==> src/rtl/cram_port_arb_pkg.sv <==
// Shared types for the CRAM port arbiter.
//   fsm_cram_arb  : arbiter state (idle, store owns port, load owns port)
//   cram_owner_e  : one-bit encoding of the last port owner, used for tie-breaking
package cram_port_arb_pkg;

  typedef enum logic [1:0] {
    aRB_IDLE = 2'd0,
    aRB_ST   = 2'd1,
    aRB_LD   = 2'd2
  } fsm_cram_arb;

  typedef enum logic {
    oWNER_ST = 1'b0,
    oWNER_LD = 1'b1
  } cram_owner_e;

endpackage

==> src/rtl/cram_port_arb.sv <==
// Sequence-level arbiter for the single CRAM port, shared by the store-sequence and
// load-sequence controllers. A side acquires the port with Acq, keeps it for any
// number of per-word Req cycles, and releases it with Trm. The other side is stalled
// with Nack meanwhile.
//
// Ports:
//   clock, reset            : clock, synchronous active-high reset
//   I_St_* / I_Ld_*         : Acq (sequence start), Req (word access), Trm (sequence end),
//                             Addr (word address), I_St_Data (store write data)
//   O_St_Grant / O_Ld_Grant : port owned by store / load (decoded from state register)
//   O_St_Nack / O_Ld_Nack   : stall to the requester
//   O_Mem_*                 : muxed CRAM port (WE, RE, Addr, Data)
//   O_Words                 : words issued in the current grant, saturating
module cram_port_arb
  import cram_port_arb_pkg::*;
#(
  parameter int unsigned WIDTH_ADDR   = 10,
  parameter int unsigned WIDTH_DATA   = 32,
  parameter int unsigned WIDTH_LENGTH = 8
) (
  input  logic                    clock,
  input  logic                    reset,
  input  logic                    I_St_Acq,
  input  logic                    I_St_Req,
  input  logic                    I_St_Trm,
  input  logic [WIDTH_ADDR-1:0]   I_St_Addr,
  input  logic [WIDTH_DATA-1:0]   I_St_Data,
  input  logic                    I_Ld_Acq,
  input  logic                    I_Ld_Req,
  input  logic                    I_Ld_Trm,
  input  logic [WIDTH_ADDR-1:0]   I_Ld_Addr,
  output logic                    O_St_Grant,
  output logic                    O_Ld_Grant,
  output logic                    O_St_Nack,
  output logic                    O_Ld_Nack,
  output logic                    O_Mem_WE,
  output logic                    O_Mem_RE,
  output logic [WIDTH_ADDR-1:0]   O_Mem_Addr,
  output logic [WIDTH_DATA-1:0]   O_Mem_Data,
  output logic [WIDTH_LENGTH-1:0] O_Words
);

  fsm_cram_arb             state_q, state_d;
  cram_owner_e             last_q, last_d;
  logic                    st_pend_q, st_pend_d;
  logic                    ld_pend_q, ld_pend_d;
  logic [WIDTH_LENGTH-1:0] words_q, words_d;

  logic st_go, ld_go, owner_req, new_grant;

  // A side wants the port if it asks this cycle or was held off earlier.
  assign st_go = I_St_Acq | st_pend_q;
  assign ld_go = I_Ld_Acq | ld_pend_q;

  always_comb begin
    state_d = state_q;
    unique case (state_q)
      aRB_IDLE: begin
        // Trm is meaningless here; Acq alone decides.
        if (st_go && ld_go) state_d = (last_q == oWNER_LD) ? aRB_ST : aRB_LD;
        else if (st_go)     state_d = aRB_ST;
        else if (ld_go)     state_d = aRB_LD;
      end
      aRB_ST: if (I_St_Trm) state_d = ld_go ? aRB_LD : aRB_IDLE;
      aRB_LD: if (I_Ld_Trm) state_d = st_go ? aRB_ST : aRB_IDLE;
      default: state_d = aRB_IDLE;
    endcase
  end

  assign new_grant = (state_d != state_q) && (state_d != aRB_IDLE);
  assign owner_req = ((state_q == aRB_ST) && I_St_Req) || ((state_q == aRB_LD) && I_Ld_Req);

  always_comb begin
    // Pending is cleared on the edge the side gets the port; owner Acq never sets it.
    st_pend_d = (state_d == aRB_ST) ? 1'b0
                                    : (st_pend_q | (I_St_Acq & (state_q != aRB_ST)));
    ld_pend_d = (state_d == aRB_LD) ? 1'b0
                                    : (ld_pend_q | (I_Ld_Acq & (state_q != aRB_LD)));

    last_d = last_q;
    if (new_grant) last_d = (state_d == aRB_ST) ? oWNER_ST : oWNER_LD;

    words_d = words_q;
    if (new_grant)                      words_d = '0;
    else if (owner_req && words_q != '1) words_d = words_q + WIDTH_LENGTH'(1);
  end

  always_ff @(posedge clock) begin
    if (reset) begin
      state_q   <= aRB_IDLE;
      last_q    <= oWNER_LD;
      st_pend_q <= 1'b0;
      ld_pend_q <= 1'b0;
      words_q   <= '0;
    end else begin
      state_q   <= state_d;
      last_q    <= last_d;
      st_pend_q <= st_pend_d;
      ld_pend_q <= ld_pend_d;
      words_q   <= words_d;
    end
  end

  assign O_St_Grant = (state_q == aRB_ST);
  assign O_Ld_Grant = (state_q == aRB_LD);
  assign O_St_Nack  = (I_St_Req | st_pend_q | I_St_Acq) & ~O_St_Grant;
  assign O_Ld_Nack  = (I_Ld_Req | ld_pend_q | I_Ld_Acq) & ~O_Ld_Grant;
  assign O_Words    = words_q;

  // Word accesses go straight through to the array in the Req cycle.
  always_comb begin
    O_Mem_WE   = 1'b0;
    O_Mem_RE   = 1'b0;
    O_Mem_Addr = '0;
    O_Mem_Data = '0;
    unique case (state_q)
      aRB_ST: begin
        O_Mem_WE   = I_St_Req;
        O_Mem_Addr = I_St_Addr;
        O_Mem_Data = I_St_Data;
      end
      aRB_LD: begin
        O_Mem_RE   = I_Ld_Req;
        O_Mem_Addr = I_Ld_Addr;
      end
      default: ;
    endcase
  end

endmodule
==> config.mk <==
export PLATFORM = sky130hd
export DESIGN_NAME = cram_port_arb
export DESIGN_NICKNAME = d
export VERILOG_FILES = /design/src/rtl/cram_port_arb_pkg.sv /design/src/rtl/cram_port_arb.sv
export SDC_FILE = /design/constraint.sdc
export NUM_CORES = 1
export LEC_CHECK = 0
export ABC_AREA = 1
export CAP_MARGIN = 20
export CORE_MARGIN = 2
export CORE_UTILIZATION = 30
export DETAILED_ROUTE_END_ITERATION = 16
export PLACE_DENSITY_LB_ADDON = 0.1
export SYNTH_ARGS = -nofsm -noshare
export SYNTH_HDL_FRONTEND = slang
export SYNTH_SLANG_ARGS = --single-unit
==> constraint.sdc <==
create_clock -name clock -period 1.8 [get_ports clock]
set_clock_uncertainty 0.05 [all_clocks]
set_input_delay 0.54 -clock clock [delete_from_list [all_inputs] [get_ports clock]]
set_output_delay 0.54 -clock clock [all_outputs]
set_load 0.03 [all_outputs]
== Word-level counts from Yosys, hierarchy flattened ==
Cells that the tools add are included.

* Bitwise logic cells: 14
* $add $sub $neg: 1
* Reductions and logical operators: 11
* Eq/ne operators: 8
* Mux-type cells: 14

{| class="wikitable"
|+ Operators by type and width
! cell !! count
|-
| $mux 32 || 1
|-
| $pmux 10 s2 || 1
|-
| $mux 2 || 7
|-
| $add 8x1->8 const B || 1
|-
| $ne 8x8->1 const B || 1
|-
| $or 1x1->1 || 8
|-
| $pmux 2 s3 || 1
|-
| $reduce_or 2->1 || 3
|-
| $logic_and 1x1->1 || 5
|-
| $and 1x1->1 || 4
|-
| $eq 2x1->1 const B || 2
|-
| $eq 2x2->1 const B || 2
|-
| $mux 1 || 4
|-
| $logic_not 2->1 || 1
|-
| $ne 2x1->1 const B || 1
|-
| $ne 2x2->1 || 1
|-
| $ne 2x2->1 const B || 1
|-
| $not 1->1 || 2
|-
| $reduce_bool 2->1 || 1
|-
| $logic_or 1x1->1 || 1
|}

* Output and inout port bits: 56
* Word-level logic and storage cells: 53
* Bits of input ports: 60
* Bits in registers: 13

== Depth between registers and ports, before layout ==
Gate-level depths: netlist of the first run.

* Depth after elaboration: 8
* Gate-level depth with buffers: 14
* Depth with buffers taken out: 13

== Least setup slack after synthesis of the first run ==
OpenSTA, ideal clock, no wires.

* Path kind: register to output
* Start: register state_q[1]
* End: output O_Mem_Addr[2]
* Stages on the path, launching flop included: 7
* Slack: -0.635 ns
* Path buffers: 2
* Arrival: 1.845 ns
* Data required time: 1.210 ns
* Cells stage by stage: dfxtp_1 > inv_1 > ha_1 > buf_4 > clkbuf_1 > nand2_1 > a21oi_1

* Word-level cells in the longest chain between the ends: 2
* Elaborated cells between the ends (all ways): 3
* Those cells by class: eq/ne (2); mux (1)

{| class="wikitable"
|+ RTL lines
! what !! line !! RTL
|-
| start, declared || cram_port_arb.sv:43 || <nowiki>fsm_cram_arb state_q, state_d;</nowiki>
|-
| start signal, assigned || cram_port_arb.sv:90 || <nowiki>state_q <= aRB_IDLE;</nowiki>
|-
| start signal, assigned || cram_port_arb.sv:96 || <nowiki>state_q <= state_d;</nowiki>
|-
| $eq 2x1->1 || -- ||
|-
| named net O_St_Grant || cram_port_arb.sv:32 || <nowiki>output logic O_St_Grant,</nowiki>
|-
| $pmux 10 s2 || cram_port_arb.sv:116 || <nowiki>unique case (state_q)</nowiki>
|-
| end, declared || cram_port_arb.sv:38 || <nowiki>output logic [WIDTH_ADDR-1:0] O_Mem_Addr,</nowiki>
|}

The timed path passes the listed nets, and every way through them passes these cells.

== Final worst setup path of the first run ==
* Start: register state_q[0]
* End: register words_q[1], in the netlist O_Words[1]

* Word-level cells in the longest chain between the ends: 7
* Elaborated cells between the ends (all ways): 17
* Those cells by class: eq/ne (3); mux (6); reduce/logical (8)

{| class="wikitable"
|+ RTL lines
! what !! line !! RTL
|-
| $mux 2 || cram_port_arb.sv:62 || <nowiki>else if (ld_go) state_d = aRB_LD;</nowiki>
|-
| $mux 2 || cram_port_arb.sv:61 || <nowiki>else if (st_go) state_d = aRB_ST;</nowiki>
|-
| $mux 2 || cram_port_arb.sv:60 || <nowiki>if (st_go && ld_go) state_d = (last_q == oWNER_LD) ? aRB_ST : aRB_LD;</nowiki>
|-
| $pmux 2 s3 || cram_port_arb.sv:57 || <nowiki>unique case (state_q)</nowiki>
|-
| $ne 2x2->1 / $reduce_bool 2->1 (equally long branches) || cram_port_arb.sv:70 || <nowiki>assign new_grant = (state_d != state_q) && (state_d != aRB_IDLE);</nowiki>
|-
| $logic_and 1x1->1 || cram_port_arb.sv:70 ||
|-
| $reduce_or 2->1 (no line) || -- ||
|-
| end signal, assigned || cram_port_arb.sv:100 || <nowiki>words_q <= words_d;</nowiki>
|-
| end, declared || cram_port_arb.sv:47 || <nowiki>logic [WIDTH_LENGTH-1:0] words_q, words_d;</nowiki>
|}

Several ways; a longest one is shown, not always the timed one.
A chain may end at the register's enable or synchronous reset.

==> results of run 1 <==
[registers in the layout (all words and copies together), names as in the netlist]
signal     count
O_Words        8
last_q         1
ld_pend_q      1
st_pend_q      1
state_q        2
[synth_stat cells]
cell type and count:
nand3_4 1, nand3_1 6, ha_1 5, dfxtp_1 13, nand4_1 1, nand2_2 5, nor3b_2 1, a211oi_1 1
o21ai_0 1, nor2_2 1, a21boi_2 1, o211ai_1 1, clkinv_1 1, a21oi_1 13, and3_1 1, clkbuf_1 5
xor2_1 6, nand2_1 85, buf_4 1, inv_2 1, nor2_1 20, inv_1 54, xnor2_1 1
[metrics by stage]
stage / hold slack, ps / std cells / TNS [ps]
after floorplan: 431 / 225 / -0.102
after global placement: 449 / 397 / -6290
after detailed placement: 458 / 397 / -6740
after CTS: 466 / 420 / -8270
after global routing: 511 / 427 / -15340
final: 484 / 427 / -12780
[final timing paths]
check                       endpoint  slack, ps  cells after the start
min reg2reg     st_pend_q$_SDFF_PP0_        480                      2
min             st_pend_q$_SDFF_PP0_        480                      2
max reg2reg  O_Words[1]$_SDFFE_PP0P_       -330                     15
max          O_Words[1]$_SDFFE_PP0P_       -330                     15
[repair_timing]
action | in CTS | in global routing
setup endpoints to repair | 65 | 61
buffers inserted | 16 | 9
pin swaps | 8 | 24
cloned | 3 | 0
resized for setup | 111 | 79
[cell families (layout without fill, tap and decap cells)]
kind of cell / after synthesis / after routing / synth area share, %
and+or+nand+nor: 121 / 121 / 41.3
buffers and inverters: 62 / 214 / 19.4
AOI/OAI and AO/OA: 17 / 17 / 7.89
DFF: 13 / 13 / 21.3
xor gates and xnor gates: 7 / 7 / 5.02
adders and majority gates: 5 / 5 / 5.12
[worst max-delay path: cells and delay by family (launching register included)]
family | cells | cell delay, ps
adder cells (fa/ha/maj) | 1 | 170
AND/OR/NAND/NOR | 9 | 800
buffers and inverters | 4 | 420
AO/OA/AOI/OAI | 1 | 180
flip-flops | 1 | 370
[layer usage]
layer | wire length, um | GRT usage [%] | share of wire, % | vias up
li1 | - | - | - | 953
met1 | 2010 | 20.4 | 30 | 931
met2 | 3780 | 48.0 | 57 | 122
met3 | 559 | 6.33 | 8.4 | 26
met4 | 316 | 5.25 | 4.7 | 0
met5 | 0 | 0 | 0 | -
[final cells by class]
cell class / count / share of cell area (%)
inverter: 56 / 6.67
tap: 50 / 1.85
multi-input combinational: 150 / 33.7
timing repair buffer: 153 / 48.1
clock buffer: 4 / 1.33
sequential: 13 / 7.86
timing repair inverter: 1 / 0.482
[power by group through the flow]
stage          Sequential (W)  Clock (W)  Combinational, W
6_report             0.000398   0.000273           0.00393
5_1_grt              0.000403   0.000286           0.00412
4_1_cts              0.000397   0.000271           0.00331
3_5_place_dp         0.000396          0           0.00251
3_3_place_gp         0.000395          0           0.00250
2_1_floorplan        0.000416          0           0.00163
==> summary.txt, run 1 <==
Clock network
  – Clk root buf: clkbuf_8
  – # clock sinks: 13
  – CTS max path bufs: 2
  – Clock latency on the worst-skew pair: 250 ps
  – # hold bufs at CTS: 0
  – Number of CTS-inserted buffers: 3
  – Clock-pin slew on the worst setup and hold paths: 60 ps
  – Maximum level of the CTS H-tree: 1
  – CTS tree: built

Timing
  – RSZ-0062 raised after global routing: yes
  – Fmax achieved: 0.469 GHz
  – Post-route clock period utilization: 118%
  – Final Hold Fails: 0
  – Setup ws final: -330 ps
  – Min Tclk post-route: 2130 ps
  – Slew HR: 78.4%
  – # setup viols final: 60
  – Slew at the pin with the worst max-slew slack: 324 ps
  – Fin. max-slew vios: 0

Floorplanning
  – Total die area: 4600 um^2
  – Core area: 3970 um^2
  – Width of the die: 67.8 um
  – Top Ports: 116
  – Die height: 67.8 um
  – Cell Rows: 23
  – Starting density of the core: 30.7%

Synth
  – Post-Syn Instances: 225
  – Net count after synthesis: 290
  – Synth cell types: 23
  – Yosys warning count: 0
  – Cell taking the most area after synthesis: nand2_1
  – Top cell type's share of synthesized area: 26.1%
  – Seq/Total Area, Yosys: 21.3%
  – Avg Cell Area, Syn: 5.43 um^2
  – Seq cells post-synth: 13
  – Netlist Area Pre-Place: 1220 um^2
  – Largest cells by area after synthesis: nand2_1 (26%), dfxtp_1 (21%), inv_1 (17%)

Routing
  – Avg WL per Cell: 15.6 um
  – DR vias/cell: 4.76
  – DR vias: 2,032
  – Routed WL: 6670 um
  – DRT Pass-1 Iters: 4
  – DR iter-0 viols: 59
  – ANT nets after route: 0
  – Drt drc: 0

Pwr
  – Seq pwr share: 8.6%
  – Clk network pwr share: 5.9%
  – Leak: 1.77 nW
  – Worst vdd ir: 0.928 mV
  – PD cells: 1360 nW/um^2
  – Final Power: 0.00460 W
  – Int Power: 0.00227 W
  – Logic gate share of total power: 85.4%
  – Sw frac: 50.8%
  – Switching Power: 0.00234 W

Placed design
  – Port-buffer cells: 115
  – GPL Wtd Cong: 0.824
  – Dpl hpwl: 3510 um
  – Dpl cell area: 2560 um^2
  – Pre-CTS worst setup slack: -323 ps

Worst setup path
  – CP Class: register to register
  – Critical-path cell list: inv_4, buf_6, ha_4, buf_12, buf_6, nand2_2, nand2_2, a21oi_2, nand2_2, nand2_2, nand2_1, nand2_1, nand2_2, nand3_4, nor2_1
  – CP max stage delay: 370 ps
  – Crit path launch type: register
  – Slowest-stage cell, CP: dfxtp_4
  – Critical path launch point: state_q[0]$_SDFF_PP0_
  – Critical path required time: 1890 ps
  – CP Data Arrival Time: 2220 ps
  – Critical path fanouts, max: 8
  – Endpoint class of the critical path: register
  – Worst R2R Start: state_q[0]$_SDFF_PP0_
  – Most common cell on crit path: nand2_2

Layout
  – Antenna cell count: 0
  – Multi-input logic area: 1140 um^2
  – FF+latch area: 265 um^2
  – Layout cell share with drive strength beyond 1: 54.1%
  – Most frequent cells in the layout: buf_6 (63), clkdlybuf4s50_1 (53), nand2_2 (36), nand2_1 (36), inv_2 (28)
  – Fill cells: 235
  – Area delta synth->final: 176%
  – # nets final: 443
  – Finished Cell Area: 3370 um^2
  – Commonest non-fill, non-tap cell in the layout: buf_6
  – Final core utilization: 85.0%

GRT
  – Congestion Overflow GR: 0
  – Largest net degree at the start of global routing: 10
  – Vias in the first global route: 1,883
  – Initial antenna violation count: 0
  – First-pass GRT wire length: 7940 um
  – Total track usage: 22.6%

Outcome
  – Violated checks: setup timing
  – Outcome: complete, but fails checks

Hold path
  – Hold WC Path Type: register to register
  – Hold Crit Start: st_pend_q$_SDFF_PP0_

Job
  – Max-cap violations: 0
Power figures use the tool's default switching activity.
==> run 2, diff against run 1 <==
Settings changed: ABC_AREA 1 to default, CORE_MARGIN 2 to 3, CTS_CLUSTER_DIAMETER from default to 150.
==> run 2 against run 1 <==
Net effect:
- via count is 13% lower
- die area is 4.4% higher
- highest routed layer unchanged
- combinational power is 3% higher
- critical path type is now register to output pin
- routed wire length is 4.5% higher
- largest power group unchanged
- largest cell class unchanged
- core utilization is 0.93 points higher
- register-to-register slack better by 70 ps
- first-iteration DRC count is 53% higher
- the flow still finishes with violations (setup timing)
==> summary.txt, run 2 <==
Timing
  – Setup ws final: -295 ps (+35.2 ps)
  – Post-route clock period utilization: 116% (-2.0 points)
  – RSZ-0062 raised after global routing: yes
  – Fmax achieved: 0.477 GHz (+1.7%)
  – Slew HR: 74.5% (-3.9 points)
  – Min Tclk post-route: 2100 ps (-35.2 ps)
  – Fin. max-slew vios: 0 (unchanged)
  – # setup viols final: 58 (-3.3%)
  – Final Hold Fails: 0 (unchanged)
  – Slew at the pin with the worst max-slew slack: 383 ps (+59.7 ps)

Layout
  – Fill cells: 175 (-26%)
  – # nets final: 362 (-18%)
  – FF+latch area: 265 um^2 (unchanged)
  – Layout cell share with drive strength beyond 1: 59.8% (+5.7 points)
  – Most frequent cells in the layout: buf_6 (54), clkdlybuf4s50_1 (53), and2_4 (34)
  – Multi-input logic area: 1240 um^2 (+8.9%)
  – Area delta synth->final: 170%
  – Max reg flops: 8 (unchanged)
  – Commonest non-fill, non-tap cell in the layout: buf_6
  – Final core utilization: 85.9% (+0.93 points)

Worst setup path
  – CP Class: register to output pin
  – Critical-path cell list: buf_6, ha_4, buf_4, buf_16, and2_4, buf_6
  – Endpoint class of the critical path: output pin
  – Critical path fanouts, max: 7 (-1)
  – Most common cell on crit path: buf_6
  – Worst R2R Start: state_q[1]$_SDFF_PP0_
  – Slowest-stage cell, CP: dfxtp_4
  – CP max stage delay: 350 ps (-20 ps)
  – Crit path launch type: register
  – Buf/Inv on CP: 4 (unchanged)
  – Critical path required time: 1210 ps (-680 ps)
  – Worst r2r dst: last_q$_SDFFE_PP1P_
  – Family with the most delay on the worst path: buffers and inverters
  – Worst reg2reg setup slack: -260 ps (+70 ps)
  – CP Data Arrival Time: 1510 ps (-710 ps)
  – R2R cell count: 9 (-6)

Routing
  – Avg WL per Cell: 20.2 um (+29%)
  – ANT nets after route: 0 (unchanged)
  – DRT Pass-1 Iters: 4 (unchanged)
  – DR iter-0 viols: 90 (+53%)
  – DR vias: 1,768 (-13%)
  – Drt drc: 0 (unchanged)
  – Routed WL: 6960 um (+4.5%)
  – DR vias/cell: 5.12 (+7.7%)

GRT
  – Largest net degree at the start of global routing: 19 (+9)
  – Vias in the first global route: 1,787 (-5.1%)
  – Congestion Overflow GR: 0 (unchanged)
  – First-pass GRT wire length: 9930 um (+25%)
  – Initial antenna violation count: 0 (unchanged)
  – Total track usage: 25.4% (+2.8 points)

Clock network
  – CTS max path bufs: 2 (unchanged)
  – # hold bufs at CTS: 0 (unchanged)
  – Clock-pin slew on the worst setup and hold paths: 60 ps (about the same)
  – Clock latency on the worst-skew pair: 250 ps (about the same)
  – Number of CTS-inserted buffers: 3 (unchanged)
  – Clk root buf: clkbuf_8
  – CTS tree: built
  – Maximum level of the CTS H-tree: 1 (unchanged)
  – # clock sinks: 13 (unchanged)

Placed design
  – Pre-CTS worst setup slack: -497 ps (-174 ps)
  – Port-buffer cells: 115 (unchanged)
  – Dpl hpwl: 4040 um (+15%)
  – GPL Wtd Cong: 0.819 (-0.62%)

Synth
  – Netlist Area Pre-Place: 1200 um^2 (-1.6%)
  – Synth cell types: 40 (+74%)
  – Largest cells by area after synthesis: dfxtp_1 (22%), and2_1 (18%), a22oi_1 (6.3%)
  – Yosys warning count: 0 (unchanged)
  – Avg Cell Area, Syn: 7.95 um^2 (+47%)
  – Top FF cell, synth: dfxtp_1
  – Post-synth top cells: and2_1 (34), nor3_1 (15), dfxtp_1 (13)
  – EDFF count, synth: 0 (unchanged)
  – Most common cell in the netlist: and2_1
  – Seq cells post-synth: 13 (unchanged)
  – Cell taking the most area after synthesis: dfxtp_1
  – Ys async rst share: 0% (unchanged)
  – Net count after synthesis: 216 (-26%)
  – Post-Syn Instances: 151 (-33%)
  – Seq/Total Area, Yosys: 21.7% (+0.36 points)
  – Top cell type's share of synthesized area: 21.7% (-4.5 points)

Pwr
  – PD cells: 1460 nW/um^2 (+6.9%)
  – Final Power: 0.00472 W (+2.6%)
  – Worst vdd ir: 1.05 mV (+13%)
  – Leak: 1.37 nW (-23%)

Hold path
  – Hold Path Sink: O_Words[7]$_SDFFE_PP0P_
  – Hold Crit Start: O_Words[7]$_SDFFE_PP0P_
  – Hold WC Path Type: register to register
  – Hold depth: 2 (unchanged)

Floorplanning
  – Width of the die: 69.3 um (+2.2%)
  – Top Ports: 116 (unchanged)
  – Core area: 3770 um^2 (-5.0%)
  – Cell Rows: 22 (-4.3%)
  – Starting density of the core: 31.9% (+1.1 points)
  – Die height: 69.3 um (+2.2%)
  – Total die area: 4800 um^2 (+4.4%)

Job
  – Max-cap violations: 0 (unchanged)

Outcome
  – Violated checks: setup timing
  – Outcome: complete, but fails checks
[run 2: changes by cell type after synthesis, sizes merged, moves of 10 or more]
cell,before,now
inv,55,5
nor3,0,16
nor2,21,7
a22oi,0,10
nand2,90,4
and2,0,35
nor2b,0,10
[run 2: layout make-up]
| cell class | count | area share [%] |
|---|---|---|
| Sequential cell | 13 | 8.19 |
| Tap cell | 48 | 1.85 |
| Clock buffer | 4 | 1.39 |
| Inverter | 5 | 0.734 |
| Timing Repair Buffer | 148 | 49.5 |
| Antenna cell | 1 | 0.0772 |
| Multi-Input combinational cell | 126 | 38.2 |
[run 2: worst max-delay path by stage]
| stage | startpoint | end | depth (start not counted) | slack, ps |
|---|---|---|---|---|
| 2_1_floorplan | state_q[1]$_SDFF_PP0_ | O_Mem_Addr[2] | 6 | -70 |
| 3_3_place_gp | I_St_Acq | last_q$_SDFFE_PP1P_ | 7 | -460 |
| 3_5_place_dp | I_Ld_Acq | last_q$_SDFFE_PP1P_ | 7 | -500 |
| 4_1_cts | state_q[0]$_SDFF_PP0_ | O_Mem_Addr[2] | 7 | -280 |
| 5_1_grt | state_q[0]$_SDFF_PP0_ | O_Mem_Addr[0] | 6 | -320 |
| 6_report | state_q[0]$_SDFF_PP0_ | O_Mem_Data[3] | 6 | -300 |
[run 2: cell families after synthesis]
logic type / share of synthesized area [%]
adder cells (fa/ha/maj): 5.21
XOR/XNOR: 5.10
multiplexers: 0.833
flip-flops: 21.7
buffers and inverters: 4.06
AND/OR/NAND/NOR: 40.3
AO/OA/AOI/OAI: 22.8
[run 2: power breakdown]
| part | total (W) | internal (W) | switching, W | leakage [nW] |
|---|---|---|---|---|
| Sequential | 0.000428 | 0.000349 | 0.0000794 | 0.107 |
| Clock | 0.000266 | 0.000157 | 0.000110 | 0.0228 |
| Combinational | 0.00403 | 0.00205 | 0.00198 | 1.24 |
[run 2: stage by stage]
| step | area (um^2) | TNS [ps] | instances | hold slack (ps) |
|---|---|---|---|---|
| detailed placement | 2550 | -9830 | 325 | 516 |
| global route | 3240 | -14070 | 344 | 594 |
| finish | 3240 | -12110 | 345 | 539 |
| global placement | 2550 | -9140 | 325 | 512 |
| CTS | 3060 | -8960 | 337 | 529 |
| floorplan | 1340 | -1180 | 151 | 466 |
[run 2: worst min-delay path, delay by kind of cell, from the launching register on]
family / cells / cell delay [ps]
xor gates and xnor gates: 1 / 140
DFF: 1 / 360
and+or+nand+nor: 1 / 40
[run 2: timing repair]
action | in CTS | in global routing
pin swaps | 10 | 15
setup buffers | 5 | 5
endpoints found under the setup margin | 66 | 60
cloned | 3 | 2
resized for setup | 116 | 21
[run 2: per-layer routing]
| layer | routed length (um) | GRT usage, % |
|---|---|---|
| met4 | 114 | 6.07 |
| met2 | 3590 | 44.6 |
| met1 | 2840 | 32.3 |
| met5 | 0 | 0 |
| met3 | 425 | 4.06 |
==> patch 1: new RTL, settings of run 1 <==
The 3 states of `fsm_cram_arb` get a one-hot encoding in 3 bits.
--- a/src/rtl/cram_port_arb_pkg.sv
+++ b/src/rtl/cram_port_arb_pkg.sv
@@ -3,10 +3,10 @@
 //   cram_owner_e  : one-bit encoding of the last port owner, used for tie-breaking
 package cram_port_arb_pkg;
 
-  typedef enum logic [1:0] {
-    aRB_IDLE = 2'd0,
-    aRB_ST   = 2'd1,
-    aRB_LD   = 2'd2
+  typedef enum logic [2:0] {
+    aRB_IDLE = 3'b001,
+    aRB_ST   = 3'b010,
+    aRB_LD   = 3'b100
   } fsm_cram_arb;
 
   typedef enum logic {
Function: no difference found for any inputs over 10 cycles, from zero or initial values and one cycle with reset high; not proved beyond that.
==> patch 1 against run 1 <==
The run still ends with negative setup slack left; cell area shrank 13%; area after synthesis grew 0.92%; highest routed layer unchanged; sequential share of layout area grew 1.8 points; setup slack improved by 120 ps; routed wire length fell by 15%; critical path depth down 12; register-to-register slack improved by 290 ps; sequential cell count grew 1; core utilization is 11 points lower.
Power is not compared: it rests on default switching activity, and its combinational part moved more than twofold at a synthesized area within 25%.
==> patch 1: results (changes against run 1) <==
| Metric | Value |
|---|---|
| Setup violations, final | 56 (was 60) |
| Crit path max-delay family | buffers and inverters (was simple AND/OR/NAND/NOR gates) |
| Ranking of synthesized cells by area | dfxtp_1 (23%), inv_1 (18%), nor2_1 (17%), nand2_1 (10%), a22o_1 (7.1%) (was nand2_1 (26%), dfxtp_1 (21%), inv_1 (17%), nor2_1 (6.1%), a21oi_1 (5.3%)) |
| Net Count, Synth | 282 (was 290) |
| Pre-CTS worst setup slack | -736 ps (was -323 ps) |
| Hold EP | last_q (was st_pend_q) |
| Layout cells sized above 1 | 0.362 (was 0.541) |
| Global-route usage over all layers | 0.219 (was 0.226) |
| Cell count after placement | 403 (was 397) |
| Worst Path Max Fanout | 1 (was 8) |
| CP startpoint | I_Ld_Addr[3] (was state_q[0]) |
| Vias in the first global route | 1600 (was 1883) |
| Reg-to-reg slack, setup | -40 ps (was -330 ps) |
| Final worst setup slack | -207 ps (was -330 ps) |
| Cell count of the worst reg-to-reg path | 12 (was 15) |
| Outcome | finished, violations left (unchanged) |
| Violated checks | negative setup slack (unchanged) |
| Worst slew margin | 0.681 (was 0.784) |
| Vias | 1859 (was 2032) |
| Mean area per synthesized cell | 5.58 µm² (was 5.43 µm²) |
| Crit path DAT | 1420 ps (was 2220 ps) |
| Avg WL per Cell | 13.5 µm (was 15.6 µm) |
| RR Startpoint | state_q[2] (was state_q[0]) |
| First-pass GRT wire length | 7.50 mm (was 7.94 mm) |
| Register area share after synthesis | 0.227 (was 0.213) |
patch 1: through the flow:
stage | total power [W] | area (µm²) | util
after CTS | 0.00203 | 2760 | 0.694
after global routing | 0.00228 | 2930 | 0.737
after floorplan | 0.00102 | 1250 | -
after detailed placement | 0.00155 | 2510 | 0.632
after global placement | 0.00154 | 2510 | 0.632
final | 0.00214 | 2930 | 0.737
patch 1: how the worst max path moves through the flow:
stage                     slack [ps]  cells past startpoint             end
after global routing            -210                      7   O_Mem_Addr[8]
after CTS                       -170                      7   O_Mem_Addr[6]
after detailed placement        -740                      6       O_St_Nack
after floorplan                  -60                      5  O_Mem_Data[10]
final                           -210                      3   O_Mem_Addr[3]
after global placement          -710                      6       O_St_Nack
patch 1: metal layers:
| metal | wire [µm] | vias up | part of all wire | global-route usage |
|---|---|---|---|---|
| li1 | - | 948 | - | - |
| met4 | 124 | 0 | 0.022 | 0.0925 |
| met2 | 2880 | 69 | 0.51 | 0.407 |
| met3 | 527 | 11 | 0.094 | 0.0493 |
| met1 | 2100 | 831 | 0.37 | 0.235 |
| met5 | 0 | - | 0 | 0 |
patch 1: timing repair:
item	4_1_cts	5_1_grt
endpoints found under the setup margin	66	58
hold buffers	0	0
pin swaps	12	6
gates cloned	1	0
resized for setup	69	37
setup buffers	4	5
patch 1: final cells by class:
| cell class | instances | area (µm²) | share of cell area |
|---|---|---|---|
| inverter | 62 | 236 | 0.0808 |
| clock buffer | 4 | 55.1 | 0.0188 |
| multi-input combinational | 139 | 877 | 0.300 |
| timing repair buffer | 148 | 1410 | 0.482 |
| sequential | 14 | 284 | 0.0971 |
| tap | 50 | 62.6 | 0.0214 |
patch 1: cell families after synthesis:
kind of cell / share of synthesized area
AO/OA/AOI/OAI: 0.117
buffers and inverters: 0.211
AND/OR/NAND/NOR: 0.385
XOR/XNOR: 0.0497
adder cells (fa/ha/maj): 0.0102
flip-flops: 0.227
patch 1: worst register-to-register path: stages, from the launching register on:
cell and delay (ps):
dfxtp_2 330, inv_2 40, nand3_2 90, buf_6 110, buf_12 230, nor2_1 70
nor2_1 150, nand3_1 120, a21oi_1 170, nand2_1 100, nand2_2 120, nand2_4 90
nor2_1 110
patch 1: power by group:
group	internal (W)	switching, W	leakage, nW	total (W)
sequential	0.000358	0.0000272	0.115	0.000385
combinational	0.000664	0.000770	1.43	0.00143
clock	0.000195	0.000129	0.0288	0.000323
==> patch 2: new RTL, config.mk and constraints of run 1 <==
Without the edit above. `WIDTH_ADDR`: 10 -> 9.
--- a/src/rtl/cram_port_arb.sv
+++ b/src/rtl/cram_port_arb.sv
@@ -14,7 +14,7 @@
 module cram_port_arb
   import cram_port_arb_pkg::*;
 #(
-  parameter int unsigned WIDTH_ADDR   = 10,
+  parameter int unsigned WIDTH_ADDR   = 9,
   parameter int unsigned WIDTH_DATA   = 32,
   parameter int unsigned WIDTH_LENGTH = 8
 ) (
Ports: changed (resized I_Ld_Addr, I_St_Addr and O_Mem_Addr); port bits go from 116 to 113. The function was not compared with the original's and may differ.
==> patch 2 against run 1 <==
Power down 12%; routed wire length down 8.4%; the flow still finishes with violations (negative setup slack); cell area up 0.78%; core utilization up 1.3 points; hold slack worse by 39 ps; sequential cell count unchanged; largest cell class unchanged; largest power group unchanged; area after synthesis down 0.61%; setup slack better by 94 ps; synthesized cell count down 2.2%; register-to-register slack better by 130 ps.
==> patch 2: results (changes against run 1) <==
| Metric | Value |
|---|---|
| Clock buffer depth | 2 (unchanged) |
| Worst-skew pair later-pin latency | 240 ps |
| Setup violations, final | 59 (was 60) |
| Layout cells sized above 1 | 0.584 (was 0.541) |
| GP Congestion | 0.878 (was 0.824) |
| CP startpoint | state_q[0] (unchanged) |
| Post-cts resize count | 140 (was 111) |
| Total CTS buffers | 3 (unchanged) |
| Port buffer count | 112 (was 115) |
| Worst VDD drop | 958 µV (was 928 µV) |
| Register area share after synthesis | 0.214 (was 0.213) |
| Pre-CTS worst setup slack | -311 ps (was -323 ps) |
| Worst slew margin | 0.795 (was 0.784) |
| H-tree Lvls | 1 (unchanged) |
| Vias in the first global route | 1825 (was 1883) |
| Setup bufs post-CTS | 16 (unchanged) |
| Sum Neg Setup Slack | -10620 ps (was -12780 ps) |
| Final Max Tran Viols | 0 (unchanged) |
| Ranking of synthesized cells by area | nand2_1 (24%), dfxtp_1 (21%), inv_1 (17%), a21oi_1 (6.6%), nor2_1 (5.3%) (was nand2_1 (26%), dfxtp_1 (21%), inv_1 (17%), nor2_1 (6.1%), a21oi_1 (5.3%)) |
| Hold path startpoint | last_q (was st_pend_q) |
| Warnings, synthesis | 0 (unchanged) |
| Pre-antenna DRT Iters | 4 (unchanged) |
| Net Count, Synth | 283 (was 290) |
| Vias | 1908 (was 2032) |
| Leak | 1.80 nW (was 1.77 nW) |
| Final worst setup slack | -236 ps (was -330 ps) |
| Commonest cells in the synthesized netlist | nand2_1 (78), inv_1 (55), nor2_1 (17), a21oi_1 (16), dfxtp_1 (13) (was nand2_1 (85), inv_1 (54), nor2_1 (20), a21oi_1 (13), dfxtp_1 (13)) |
| ANT cells | 0 (unchanged) |
| Crit path DAT | 1450 ps (was 2220 ps) |
| First-pass GRT wire length | 8.33 mm (was 7.94 mm) |
| Final wirelength | 6.11 mm (was 6.67 mm) |
| Met1 layer usage reported by global route | 0.224 (was 0.204) |
| Crit path max-delay family | buffers and inverters (was simple AND/OR/NAND/NOR gates) |
| Yosys cell types | 24 (was 23) |
| HPWL after detailed placement | 3.55 mm (was 3.51 mm) |
| Slowest Stage Delay on Critical Path | 360 ps |
| Antenna violations before repair | 0 (unchanged) |
| Global-route usage over all layers | 0.238 (was 0.226) |
| Largest net degree at the start of global routing | 11 (was 10) |
| Hold crit path type | flip-flop to flip-flop (unchanged) |
| Grt met3 use | 0.0667 (was 0.0633) |
| Worst Path Max Fanout | 6 (was 8) |
| Outcome | finished, violations left (unchanged) |
| DRT iter0 DRCs | 51 (was 59) |
| Nets@finish | 432 (was 443) |
| Violated checks | negative setup slack (unchanged) |
| Fill count | 211 (was 235) |
| Met2 usage | 0.496 (was 0.480) |
## patch 2: cell families (layout without fill, tap and decap cells)
family	count (synthesis)	after routing	synth area share
compound gates	18	18	0.0763
flops	13	13	0.214
xor+xnor	7	7	0.0505
fa+ha+maj	5	5	0.0515
buf+inv	63	211	0.198
simple gates	114	114	0.409
## patch 2: stage by stage
stage / cell area (µm²) / hold slack [ps] / cells / util
floorplan: 1390 / 421 / 220 / -
global placement: 2530 / 439 / 391 / 0.641
detailed placement: 2530 / 443 / 391 / 0.641
CTS: 3120 / 444 / 413 / 0.792
global route: 3400 / 478 / 418 / 0.863
finish: 3400 / 445 / 418 / 0.863
## patch 2: final timing paths
kind / depth (start not counted) / slack [ps] / to
max: 7 / -240 / O_Mem_Addr[8]
min: 2 / 450 / last_q
max reg2reg: 15 / -200 / O_Words[1]
min reg2reg: 2 / 450 / last_q
## patch 2: layer usage
| layer | routed length [µm] | vias to the layer above |
|---|---|---|
| met5 | 0 | - |
| met4 | 112 | 0 |
| met3 | 486 | 10 |
| met2 | 3500 | 76 |
| met1 | 2010 | 890 |
| li1 | - | 932 |
## patch 2: report_power, final
part           switching, W  total, W  internal, W
Combinational       0.00184   0.00342      0.00157
Sequential        0.0000473  0.000387     0.000340
Clock             0.0000960  0.000252     0.000156
## patch 2: worst min-delay path: cells and delay by family, from the launching register on
| kind | cells | cell delay (ps) |
|---|---|---|
| DFF | 1 | 320 |
| and+or+nand+nor | 2 | 130 |
## patch 2: layout make-up
type                            count  area, µm²  share of cell area
Sequential cell                    13        265              0.0780
Timing Repair inverter              1       16.3             0.00478
Clock buffer                        4       45.0              0.0132
Tap cell                           50       62.6              0.0184
Multi-Input combinational cell    144       1180               0.346
Timing Repair Buffer              149       1610               0.472
Inverter                           57        229              0.0673
